--- config.mk ---
export PLATFORM = sky130hd
export DESIGN_NAME = dmem_responder_flat
export DESIGN_NICKNAME = d
export VERILOG_FILES = /design/src/rtl/dmem_pkg.sv /design/src/rtl/dmem_responder_if.sv /design/src/rtl/dmem_ram.sv /design/src/rtl/dmem_responder.sv /design/src/flat_wrapper.sv
export SDC_FILE = /design/constraint.sdc
export NUM_CORES = 2
export LEC_CHECK = 0
export ABC_AREA = 1
export CORE_MARGIN = 4
export CORE_UTILIZATION = 23
export CTS_BUF_LIST = sky130_fd_sc_hd__clkbuf_4 sky130_fd_sc_hd__clkbuf_8 sky130_fd_sc_hd__clkbuf_16
export CTS_CLUSTER_SIZE = 30
export DETAILED_ROUTE_END_ITERATION = 16
export PLACE_DENSITY_LB_ADDON = 0.2
export SLEW_MARGIN = 0
export SYNTH_ARGS = -nofsm -noshare
export SYNTH_HDL_FRONTEND = slang
export SYNTH_SLANG_ARGS = --single-unit
--- constraint.sdc ---
create_clock -name clk -period 4.06 [get_ports clk]
set_input_delay 0.609 -clock clk [delete_from_list [all_inputs] [get_ports clk]]
set_output_delay 0.609 -clock clk [all_outputs]
set_load 0.01 [all_outputs]
--- src/rtl/dmem_pkg.sv ---
// Shared types and constants for the data-memory responder: FSM states and
// the MMIO register map.
package dmem_pkg;

  typedef enum logic [1:0] {
    IDLE,
    WAIT,
    RESP
  } state_t;

  localparam logic [7:0] LED_OFS  = 8'h00;
  localparam logic [7:0] CYC_OFS  = 8'h04;
  localparam logic [7:0] STAT_OFS = 8'h08;

  localparam int STAT_MISALIGN_BIT = 0;

endpackage

--- src/rtl/dmem_responder_if.sv ---
// Load/store request/response bus between the processor and the data memory.
interface dmem_responder_if;

  logic        req;
  logic        memwrite;
  logic [31:0] addr;
  logic [31:0] writedata;
  logic [31:0] readdata;
  logic        ready;

  modport master (
    output req, memwrite, addr, writedata,
    input  readdata, ready
  );

  modport slave (
    input  req, memwrite, addr, writedata,
    output readdata, ready
  );

endinterface

--- src/rtl/dmem_ram.sv ---
// Word-wide RAM with synchronous write and combinational read on one address.
module dmem_ram #(
  parameter  int DEPTH_WORDS = 64,
  localparam int AW          = $clog2(DEPTH_WORDS)
) (
  input  logic          clk,
  input  logic          we,
  input  logic [AW-1:0] idx,
  input  logic [31:0]   wdata,
  output logic [31:0]   rdata
);

  logic [31:0] mem [DEPTH_WORDS];

  always_ff @(posedge clk) begin
    if (we) mem[idx] <= wdata;
  end

  assign rdata = mem[idx];

endmodule

--- src/rtl/dmem_responder.sv ---
// Data-memory responder: RAM plus LED/cycle-counter/status MMIO window, with a
// configurable number of wait states before ready.
module dmem_responder
  import dmem_pkg::*;
#(
  parameter int          DEPTH_WORDS = 64,
  parameter int          WAIT_CYCLES = 0,
  parameter logic [31:0] MMIO_BASE   = 32'hFFFF_FF00
) (
  input  logic            clk,
  input  logic            reset,
  dmem_responder_if.slave bus,
  output logic            misalign,
  output logic [7:0]      led
);

  localparam int         AW        = $clog2(DEPTH_WORDS);
  localparam logic [3:0] WAIT_LOAD = (WAIT_CYCLES > 0) ? 4'(WAIT_CYCLES - 1) : 4'd0;

  state_t      state;
  logic [3:0]  wcnt;
  logic [31:0] addr_l;
  logic [31:0] wdata_l;
  logic        we_l;

  logic [31:0] cycles;
  logic        stat_mis;

  logic [31:0] a_addr;
  logic [31:0] a_wdata;
  logic        a_we;
  logic        fire;
  logic        is_mmio;
  logic        is_mis;
  logic [31:0] ram_rdata;
  logic [31:0] mmio_rdata;

  // With no wait states the access is served straight off the bus; otherwise
  // from the copy captured when the request was accepted.
  always_comb begin
    if (WAIT_CYCLES == 0) begin
      a_addr  = bus.addr;
      a_wdata = bus.writedata;
      a_we    = bus.memwrite;
      fire    = bus.req;
    end else begin
      a_addr  = addr_l;
      a_wdata = wdata_l;
      a_we    = we_l;
      fire    = (state == RESP);
    end
  end

  assign is_mmio = (a_addr[31:8] == MMIO_BASE[31:8]);
  assign is_mis  = (a_addr[1:0] != 2'b00);

  dmem_ram #(.DEPTH_WORDS(DEPTH_WORDS)) u_ram (
    .clk   (clk),
    .we    (fire & a_we & ~is_mmio & ~is_mis),
    .idx   (a_addr[AW+1:2]),
    .wdata (a_wdata),
    .rdata (ram_rdata)
  );

  always_comb begin
    mmio_rdata = '0;
    case (a_addr[7:0])
      LED_OFS:  mmio_rdata = {24'h0, led};
      CYC_OFS:  mmio_rdata = cycles;
      STAT_OFS: mmio_rdata[STAT_MISALIGN_BIT] = stat_mis;
      default:  mmio_rdata = '0;
    endcase
  end

  assign bus.ready    = fire;
  assign bus.readdata = (fire && !is_mis) ? (is_mmio ? mmio_rdata : ram_rdata) : '0;
  assign misalign     = stat_mis;

  // MMIO registers; a misaligned access only sets the sticky bit, so set
  // always wins over a clear.
  always_ff @(posedge clk or negedge reset) begin
    if (!reset) begin
      cycles   <= '0;
      led      <= '0;
      stat_mis <= 1'b0;
    end else begin
      cycles <= cycles + 32'd1;
      if (fire) begin
        if (is_mis) begin
          stat_mis <= 1'b1;
        end else if (is_mmio && a_we) begin
          if (a_addr[7:0] == LED_OFS) led <= a_wdata[7:0];
          if (a_addr[7:0] == STAT_OFS && a_wdata[STAT_MISALIGN_BIT]) stat_mis <= 1'b0;
        end
      end
    end
  end

  always_ff @(posedge clk or negedge reset) begin
    if (!reset) begin
      state <= IDLE;
      wcnt  <= 4'd0;
    end else if (WAIT_CYCLES != 0) begin
      case (state)
        IDLE: begin
          if (bus.req) begin
            state <= WAIT;
            wcnt  <= WAIT_LOAD;
          end
        end
        WAIT: begin
          if (wcnt == 4'd0) state <= RESP;
          else              wcnt  <= wcnt - 4'd1;
        end
        RESP:    state <= IDLE;
        default: state <= IDLE;
      endcase
    end
  end

  // Request capture is pure data and carries no reset.
  always_ff @(posedge clk) begin
    if (state == IDLE && bus.req) begin
      addr_l  <= bus.addr;
      wdata_l <= bus.writedata;
      we_l    <= bus.memwrite;
    end
  end

endmodule

--- src/flat_wrapper.sv ---
// flat-port wrapper written by rule: the top's interface ports become plain ports
module dmem_responder_flat import dmem_pkg::*;
#(
  parameter int          DEPTH_WORDS = 64,
  parameter int          WAIT_CYCLES = 0,
  parameter logic [31:0] MMIO_BASE   = 32'hFFFF_FF00
)
  (clk, reset, misalign, led, bus_req, bus_memwrite, bus_addr, bus_writedata, bus_readdata, bus_ready);
  dmem_responder_if bus_i ();
  input  logic clk;
  input  logic reset;
  output logic misalign;
  output logic [7:0] led;
  input wire logic [$bits(bus_i.req)-1:0] bus_req;
  input wire logic [$bits(bus_i.memwrite)-1:0] bus_memwrite;
  input wire logic [$bits(bus_i.addr)-1:0] bus_addr;
  input wire logic [$bits(bus_i.writedata)-1:0] bus_writedata;
  output wire logic [$bits(bus_i.readdata)-1:0] bus_readdata;
  output wire logic [$bits(bus_i.ready)-1:0] bus_ready;
  assign bus_i.req = bus_req;
  assign bus_i.memwrite = bus_memwrite;
  assign bus_i.addr = bus_addr;
  assign bus_i.writedata = bus_writedata;
  assign bus_readdata = bus_i.readdata;
  assign bus_ready = bus_i.ready;
  dmem_responder #(.DEPTH_WORDS(DEPTH_WORDS), .WAIT_CYCLES(WAIT_CYCLES), .MMIO_BASE(MMIO_BASE)) u_core (.clk(clk), .reset(reset), .bus(bus_i), .misalign(misalign), .led(led));
endmodule
Yosys cells after proc, flatten, opt, wreduce, memory -nomap -nowiden
Memory sizes are Yosys's and may differ from the RTL's.
Cells that the tools add are included.
{"block": "op_classes", "add_sub_neg": 1, "eq_ne": 3, "muxes": 9, "bitwise": 5, "reduce_logical": 10}
{"cell": "$mux 32", "count": 2}
{"cell": "$pmux 31 s2", "count": 1}
{"cell": "$add 32x1->32 const B", "count": 1}
{"cell": "$eq 24x24->1 const B", "count": 1}
{"cell": "$eq 8x3->1 const B", "count": 1}
{"cell": "$eq 8x4->1 const B", "count": 1}
{"cell": "$logic_not 8->1", "count": 1}
{"cell": "$reduce_bool 2->1", "count": 3}
{"cell": "$mux 1", "count": 5}
{"cell": "$reduce_and 4->1", "count": 1}
{"cell": "$and 1x1->1", "count": 3}
{"cell": "$logic_and 1x1->1", "count": 3}
{"cell": "$pmux 1 s3", "count": 1}
{"cell": "$reduce_and 3->1", "count": 1}
{"cell": "$not 1->1", "count": 2}
{"cell": "$logic_not 1->1", "count": 1}
{"block": "word_totals", "ff_bits": 41, "ramBits": 2048, "elab_cells": 32, "n_memories": 1}
{"memory": "u_core.u_ram.mem", "words": 64, "width": 32, "read_ports": 1, "rd_ports_with_merged_regs": 0, "write_ports": 1, "line_no": "dmem_ram.sv:13", "text": "logic [31:0] mem [DEPTH_WORDS];"}

Logic depth before layout (Yosys ltp)
{"block": "logic_depth", "word_depth": 6, "depth_mapped": 16, "depth_no_buf": 13}

Hierarchy
Synthesis repeated with hierarchy kept, for this count alone.
{"block": "hier_totals", "hier_cells": 8924, "hier_area_um2": 89134.2}
{"module": "dmem_ram", "instances": 1, "cells_per_inst": 8408, "area_each_um2": 85862.3}
{"module": "dmem_responder", "instances": 1, "cells_per_inst": 516, "area_each_um2": 3271.9}

Least setup slack after synthesis
OpenSTA, ideal clock, no wires.
{"block": "synth_path", "path_type": "input to register", "start": "input port bus_addr[22]", "end": "memory u_core.u_ram.mem[11][0], enable pin", "setup_time_ns": 0.421, "t_arrival_ns": 3.033, "setup_slack_ns": 0.606, "path_stages": 9, "path_buffers": 1, "cell_sequence": "nand4_1 nor3_1 and2_1 nand2_1 clkbuf_1 nand2_1 nor2_1 nand2_1 nor2_1"}
{"block": "synth_via", "elab_chain_len": 6}
{"element": "start, declared", "line_no": "flat_wrapper.sv:16", "text": "input wire logic [$bits(bus_i.addr)-1:0] bus_addr;"}
{"element": "$eq 24x24->1", "line_no": "dmem_responder.sv:54", "text": "assign is_mmio = (a_addr[31:8] == MMIO_BASE[31:8]);"}
{"element": "$not 1->1", "line_no": "dmem_responder.sv:59", "text": ".we (fire & a_we & ~is_mmio & ~is_mis),"}
{"element": "$and 1x1->1 (2 in a row)", "line_no": "dmem_responder.sv:59"}
{"element": "$mux 1", "line_no": "dmem_ram.sv:16", "text": "if (we) mem[idx] <= wdata;"}
{"element": "$mux 1 (not written as such)", "line_no": "dmem_ram.sv:16"}
{"element": "end, declared", "line_no": "dmem_ram.sv:13"}
No other way between the ends.

Worst setup path after layout
{"block": "layout_path", "start": "input port bus_addr[2]", "end": "output port bus_readdata[20]"}
{"block": "layout_via", "elab_chain_len": 4, "elab_cells_between_ends": 6, "classes_between": "1 x eq/ne; 3 x mux; 1 x reduce/logical; 1 x memory"}
{"element": "parallel branches: the longest is 2 deep, another holds $mem_v2 64x32"}
{"element": "$mux 32 * (2 in a row)", "line_no": "dmem_responder.sv:76", "text": "assign bus.readdata = (fire && !is_mis) ? (is_mmio ? mmio_rdata : ram_rdata) : '0;"}
{"element": "end, declared", "line_no": "flat_wrapper.sv:18", "text": "output wire logic [$bits(bus_i.readdata)-1:0] bus_readdata;"}
Every way passes the cells marked *.

==> results_tabular.tex <==
\begin{tabular}{lr}
\hline
Metric & Value \\
\hline
\multicolumn{2}{l}{\textbf{Critical path}} \\
\quad Startpoint of the worst setup timing path & bus\_addr[2] \\
\quad Setup crit start kind & input pin \\
\quad Kind of end point of the critical path & primary output \\
\quad Worst Path Required & roughly 3.5 ns \\
\quad R2r startpoint & u\_core.cycles[1]\$\_DFF\_PN0\_ \\
\quad Worst path arrival time & around 3.5 ns \\
\quad Classification of the worst setup path & input pin to primary output \\
\quad Peak fanout along the critical path & 21 \\
\multicolumn{2}{l}{\textbf{Worst hold path}} \\
\quad Path category of the worst min-delay check & input pin to register \\
\quad Critical hold path startpoint & bus\_writedata[26] \\
\multicolumn{2}{l}{\textbf{GRT}} \\
\quad Remaining Overflow, GRT & 0 \\
\quad Via count of the first global-routing pass & a little under 60k \\
\quad Met2 GRT Util & 27.0\% \\
\quad Wire length of the first global-routing pass & between 400000 and 500000 um \\
\quad Most Used Layer, Global Route & met2 \\
\quad Met3 capacity usage during global routing & about 2\% \\
\quad Total routing usage reported by global routing & 15.8\% \\
\quad Met1 demand-to-capacity share in global routing & 21.3\% \\
\quad Antenna violations before repair & 21 \\
\quad Largest net degree at the start of global routing & 84 \\
\multicolumn{2}{l}{\textbf{Timing}} \\
\quad Hold Fails Final Rpt & 0 \\
\quad Share of the clock period used by the worst path after layout & 101\% \\
\quad Final Skew & 0.00452 ns \\
\quad Final setup fails & 1 \\
\quad Fin. max-slew vios & 0 \\
\quad Measured slew at the worst slew-check pin & between 1 and 1.5 ns \\
\quad Fin worst setup slack & -0.0398 ns \\
\quad Clock period minus final worst setup slack & 4.10 ns \\
\quad Worst relative slew slack & between 15 and 20\% \\
\quad RSZ-0062 raised after global routing & true \\
\quad Maximum operating frequency & 0.244 GHz \\
\multicolumn{2}{l}{\textbf{Synth}} \\
\quad Distinct cell type count of the synthesized netlist & 38 \\
\quad Sequential share of the synthesized area & 71.8\% \\
\quad Average instance area after synthesis & 10.9 um2 \\
\quad Synth top area share & 70.6\% \\
\quad Cell types with the largest area share after synthesis & sky130\_fd\_sc\_hd\_\_edfxtp\_1 (71\%), sky130\_fd\_sc\_hd\_\_nand2\_1 (13\%), sky130\_fd\_sc\_hd\_\_nand3\_1 (5.5\%) \\
\quad Number of synthesized register bits & 2089 \\
\quad Syn\_nets & roughly 8k \\
\quad Post-synthesis instance area & 87100 um2 \\
\quad Gate count of the mapped netlist & 7985 \\
\quad Warnings from Yosys & 0 \\
\quad Synth area leader & sky130\_fd\_sc\_hd\_\_edfxtp\_1 \\
\multicolumn{2}{l}{\textbf{Drt}} \\
\quad Average via count per standard cell & 4.37 \\
\quad Number of iterations in the first detailed-routing pass & 5 \\
\quad Routed length per placed instance & 23.3 um \\
\quad DR DRC count & 0 \\
\quad Total wirelength of the detailed-routed design & 318000 um \\
\quad DRT iter0 DRCs & 5083 \\
\quad Number of nets with antenna violations after detailed routing & 0 \\
\quad Number of vias after detailed routing & 59.7k \\
\multicolumn{2}{l}{\textbf{Floorplanning}} \\
\quad Core outline area & 376000 um2 \\
\quad Die X & just over 600 um \\
\quad Die Area & approximately 390000 um2 \\
\quad Starting Density & 23.2\% \\
\quad Vertical die dimension & between 600 and 700 um \\
\quad Io pins & between 100 and 150 \\
\quad Cell row count & 225 \\
\multicolumn{2}{l}{\textbf{Layout}} \\
\quad Area delta synth->final & 23.5\% \\
\quad Share of post-route cells with drive strength above 1 & between 10\% and 20\% \\
\quad Net count of the finished layout & 8540 \\
\quad Final non-filler cell area & 108000 um2 \\
\quad Final std cells w/o fill & between 10k and 15k \\
\multicolumn{2}{l}{\textbf{Clock tree}} \\
\quad Worst-case clock buffer depth & 4 \\
\quad Clock slew at reported path FFs & 0.06 ns \\
\quad TritonCTS clock tree & built \\
\quad CTS sink cnt & 2089 \\
\quad Clock Tree Root & sky130\_fd\_sc\_hd\_\_clkbuf\_16 \\
\quad Number of buffers added by the clock tree synthesis step & 234 \\
\quad Worst skew pair latency & 0.88 ns \\
\quad H-Tree Depth & 4 \\
\multicolumn{2}{l}{\textbf{Place}} \\
\quad Global placer's final weighted congestion & 0.808 \\
\quad Buffers added on ports & 109 \\
\quad Post-DP Area & around 100000 um2 \\
\quad Placed cells & 13.2k \\
\quad Hpwl dp & 188000 um \\
\multicolumn{2}{l}{\textbf{Power}} \\
\quad Worst vdd ir & about 0.00039 V \\
\quad Power per Cell Area & between 400 and 500 nW/um2 \\
\quad Leakage power total & about 42 nW \\
\multicolumn{2}{l}{\textbf{Run status}} \\
\quad Failing checks & negative setup slack \\
\quad Run status & complete, but fails checks \\
\multicolumn{2}{l}{\textbf{Flow run}} \\
\quad Max-cap violations & 0 \\
\hline
\end{tabular}
## metal layers
layer | routed length (um) | part of all wire, % | vias up
met1 | 142000 | 45 | 30200
met4 | 7190 | 2.3 | 8
li1 | - | - | 27600
met5 | 57 | 0.018 | -
met3 | 14600 | 4.6 | 387
met2 | 154000 | 48 | 1432
## area by class of cell
type	count	area (um2)
fillers	38600	269000
flip-flops and latches	2089	62500
multi-input cells	4656	20300
repair buffers	659	8020
clock buffers	291	6300
well taps	4994	6250
inverters	830	3160
clock inverters	122	1030
diodes	15	37.5
repair inverters	1	8.76
## synthesized netlist by cell type
master	n
sky130_fd_sc_hd__nor2_1	318
sky130_fd_sc_hd__buf_4	13
sky130_fd_sc_hd__and3_1	2
sky130_fd_sc_hd__nand3b_1	2
sky130_fd_sc_hd__nand4_2	1
sky130_fd_sc_hd__nor2_2	5
sky130_fd_sc_hd__buf_1	52
sky130_fd_sc_hd__o21ai_0	57
sky130_fd_sc_hd__inv_4	2
sky130_fd_sc_hd__a21oi_1	98
sky130_fd_sc_hd__dfrtp_1	41
sky130_fd_sc_hd__buf_2	204
sky130_fd_sc_hd__inv_2	3
sky130_fd_sc_hd__clkbuf_1	138
sky130_fd_sc_hd__ha_1	1
sky130_fd_sc_hd__a22oi_1	1
sky130_fd_sc_hd__xor2_1	22
sky130_fd_sc_hd__nor3_1	9
sky130_fd_sc_hd__nor4_1	2
sky130_fd_sc_hd__o2111ai_1	1
sky130_fd_sc_hd__o211ai_1	2
sky130_fd_sc_hd__nor4_4	1
sky130_fd_sc_hd__buf_6	3
sky130_fd_sc_hd__nor2_4	1
sky130_fd_sc_hd__nand3_2	1
sky130_fd_sc_hd__inv_1	825
sky130_fd_sc_hd__edfxtp_1	2048
sky130_fd_sc_hd__nand3_1	962
sky130_fd_sc_hd__and2_1	1
sky130_fd_sc_hd__o21bai_1	1
sky130_fd_sc_hd__o21ai_1	40
sky130_fd_sc_hd__o22ai_1	2
sky130_fd_sc_hd__or2_2	1
sky130_fd_sc_hd__o31ai_1	1
sky130_fd_sc_hd__nand2_1	2948
sky130_fd_sc_hd__nor3_2	4
sky130_fd_sc_hd__nand4_1	165
sky130_fd_sc_hd__xnor2_1	7
## power breakdown
part / internal (mW) / switching (mW)
clock: 11.9 / 8.73
combinational: 1.10 / 2.47
sequential: 23.7 / 0.00538
total: 36.7 / 11.2
## worst paths after layout
path,depth (start not counted),endpoint,slack (ns)
hold reg to reg,1,u_core.cycles[31]$_DFF_PN0_,0.48
setup reg to reg,9,u_core.cycles[28]$_DFF_PN0_,1.69
hold / removal,1,u_core.u_ram.mem[18][26]$_DFFE_PP_,0.13
setup / recovery,16,bus_readdata[20],-0.04
max in group asynchronous,2,u_core.led[5]$_DFFE_PN0P_,3.02
min in group asynchronous,2,u_core.cycles[26]$_DFF_PN0_,0.42
## cell usage in the layout, fill, tap and decap left out, drive strengths merged, types with 2 or more instances in the layout
cell type | netlist | final
a21oi | 98 | 98
and3 | 2 | 2
buf | 272 | 580
bufinv | 0 | 16
clkbuf | 138 | 296
clkdlybuf4s50 | 0 | 58
clkinv | 0 | 98
clkinvlp | 0 | 2
dfrtp | 41 | 41
diode | 0 | 15
dlygate4sd3 | 0 | 2
dlymetal6s2s | 0 | 13
edfxtp | 2048 | 2048
inv | 830 | 837
nand2 | 2948 | 2948
nand3 | 963 | 963
nand3b | 2 | 2
nand4 | 166 | 166
nor2 | 324 | 324
nor3 | 13 | 13
nor4 | 3 | 3
o211ai | 2 | 2
o21ai | 97 | 97
o22ai | 2 | 2
xnor2 | 7 | 7
xor2 | 22 | 22
## registers in the layout (all words and copies together), names as in the netlist
signal,cells
u_core.cycles,32
u_core.led,8
u_core.misalign,1
u_core.u_ram.mem,2048
## stage by stage
step	power [mW]	hold slack, ns	TNS, ns	utilization, %	setup WS, ns
3_5_place_dp	27.7	0.472	-1.39	26.5	-0.343
6_report	47.9	0.129	-0.0398	28.6	-0.0398
3_3_place_gp	27.7	0.460	-1.46	26.5	-0.409
5_1_grt	49.6	0.0852	-0.255	28.6	-0.0466
2_1_floorplan	25.5	0.313	0	-	0.606
4_1_cts	48.5	0.0522	0	28.5	0.00206
## kinds of logic after synthesis
family,Yosys count,synth area share (%)
compound gates,203,1.19
flops,2089,71.8
simple gates,4423,21.0
fa+ha+maj,1,0.0144
xor+xnor,29,0.291
buf+inv,1240,5.72
## worst max-delay path, cell delays in order
cell,delay (ns)
sky130_fd_sc_hd__buf_12,0.18
sky130_fd_sc_hd__inv_16,0.11
sky130_fd_sc_hd__nor2_4,0.16
sky130_fd_sc_hd__buf_4,0.20
sky130_fd_sc_hd__buf_16,0.22
sky130_fd_sc_hd__buf_16,0.23
sky130_fd_sc_hd__nand2_1,0.08
sky130_fd_sc_hd__nand4_1,0.09
sky130_fd_sc_hd__nand3_1,0.07
sky130_fd_sc_hd__nand2_1,0.22
sky130_fd_sc_hd__nor2_1,0.12
sky130_fd_sc_hd__nand3_2,0.18
sky130_fd_sc_hd__buf_4,0.15
sky130_fd_sc_hd__nand2_1,0.05
sky130_fd_sc_hd__a21oi_1,0.16
sky130_fd_sc_hd__clkdlybuf4s50_1,0.57
## repair_timing
action,in CTS,in global routing
hold buffers,2,0
buffers inserted,4,6
pin swaps,1,2
endpoints found under the hold margin,45,0
resized for setup,21,51
cloned,2,5
setup endpoints to repair,25,31
(Power assumes the default switching activity.)
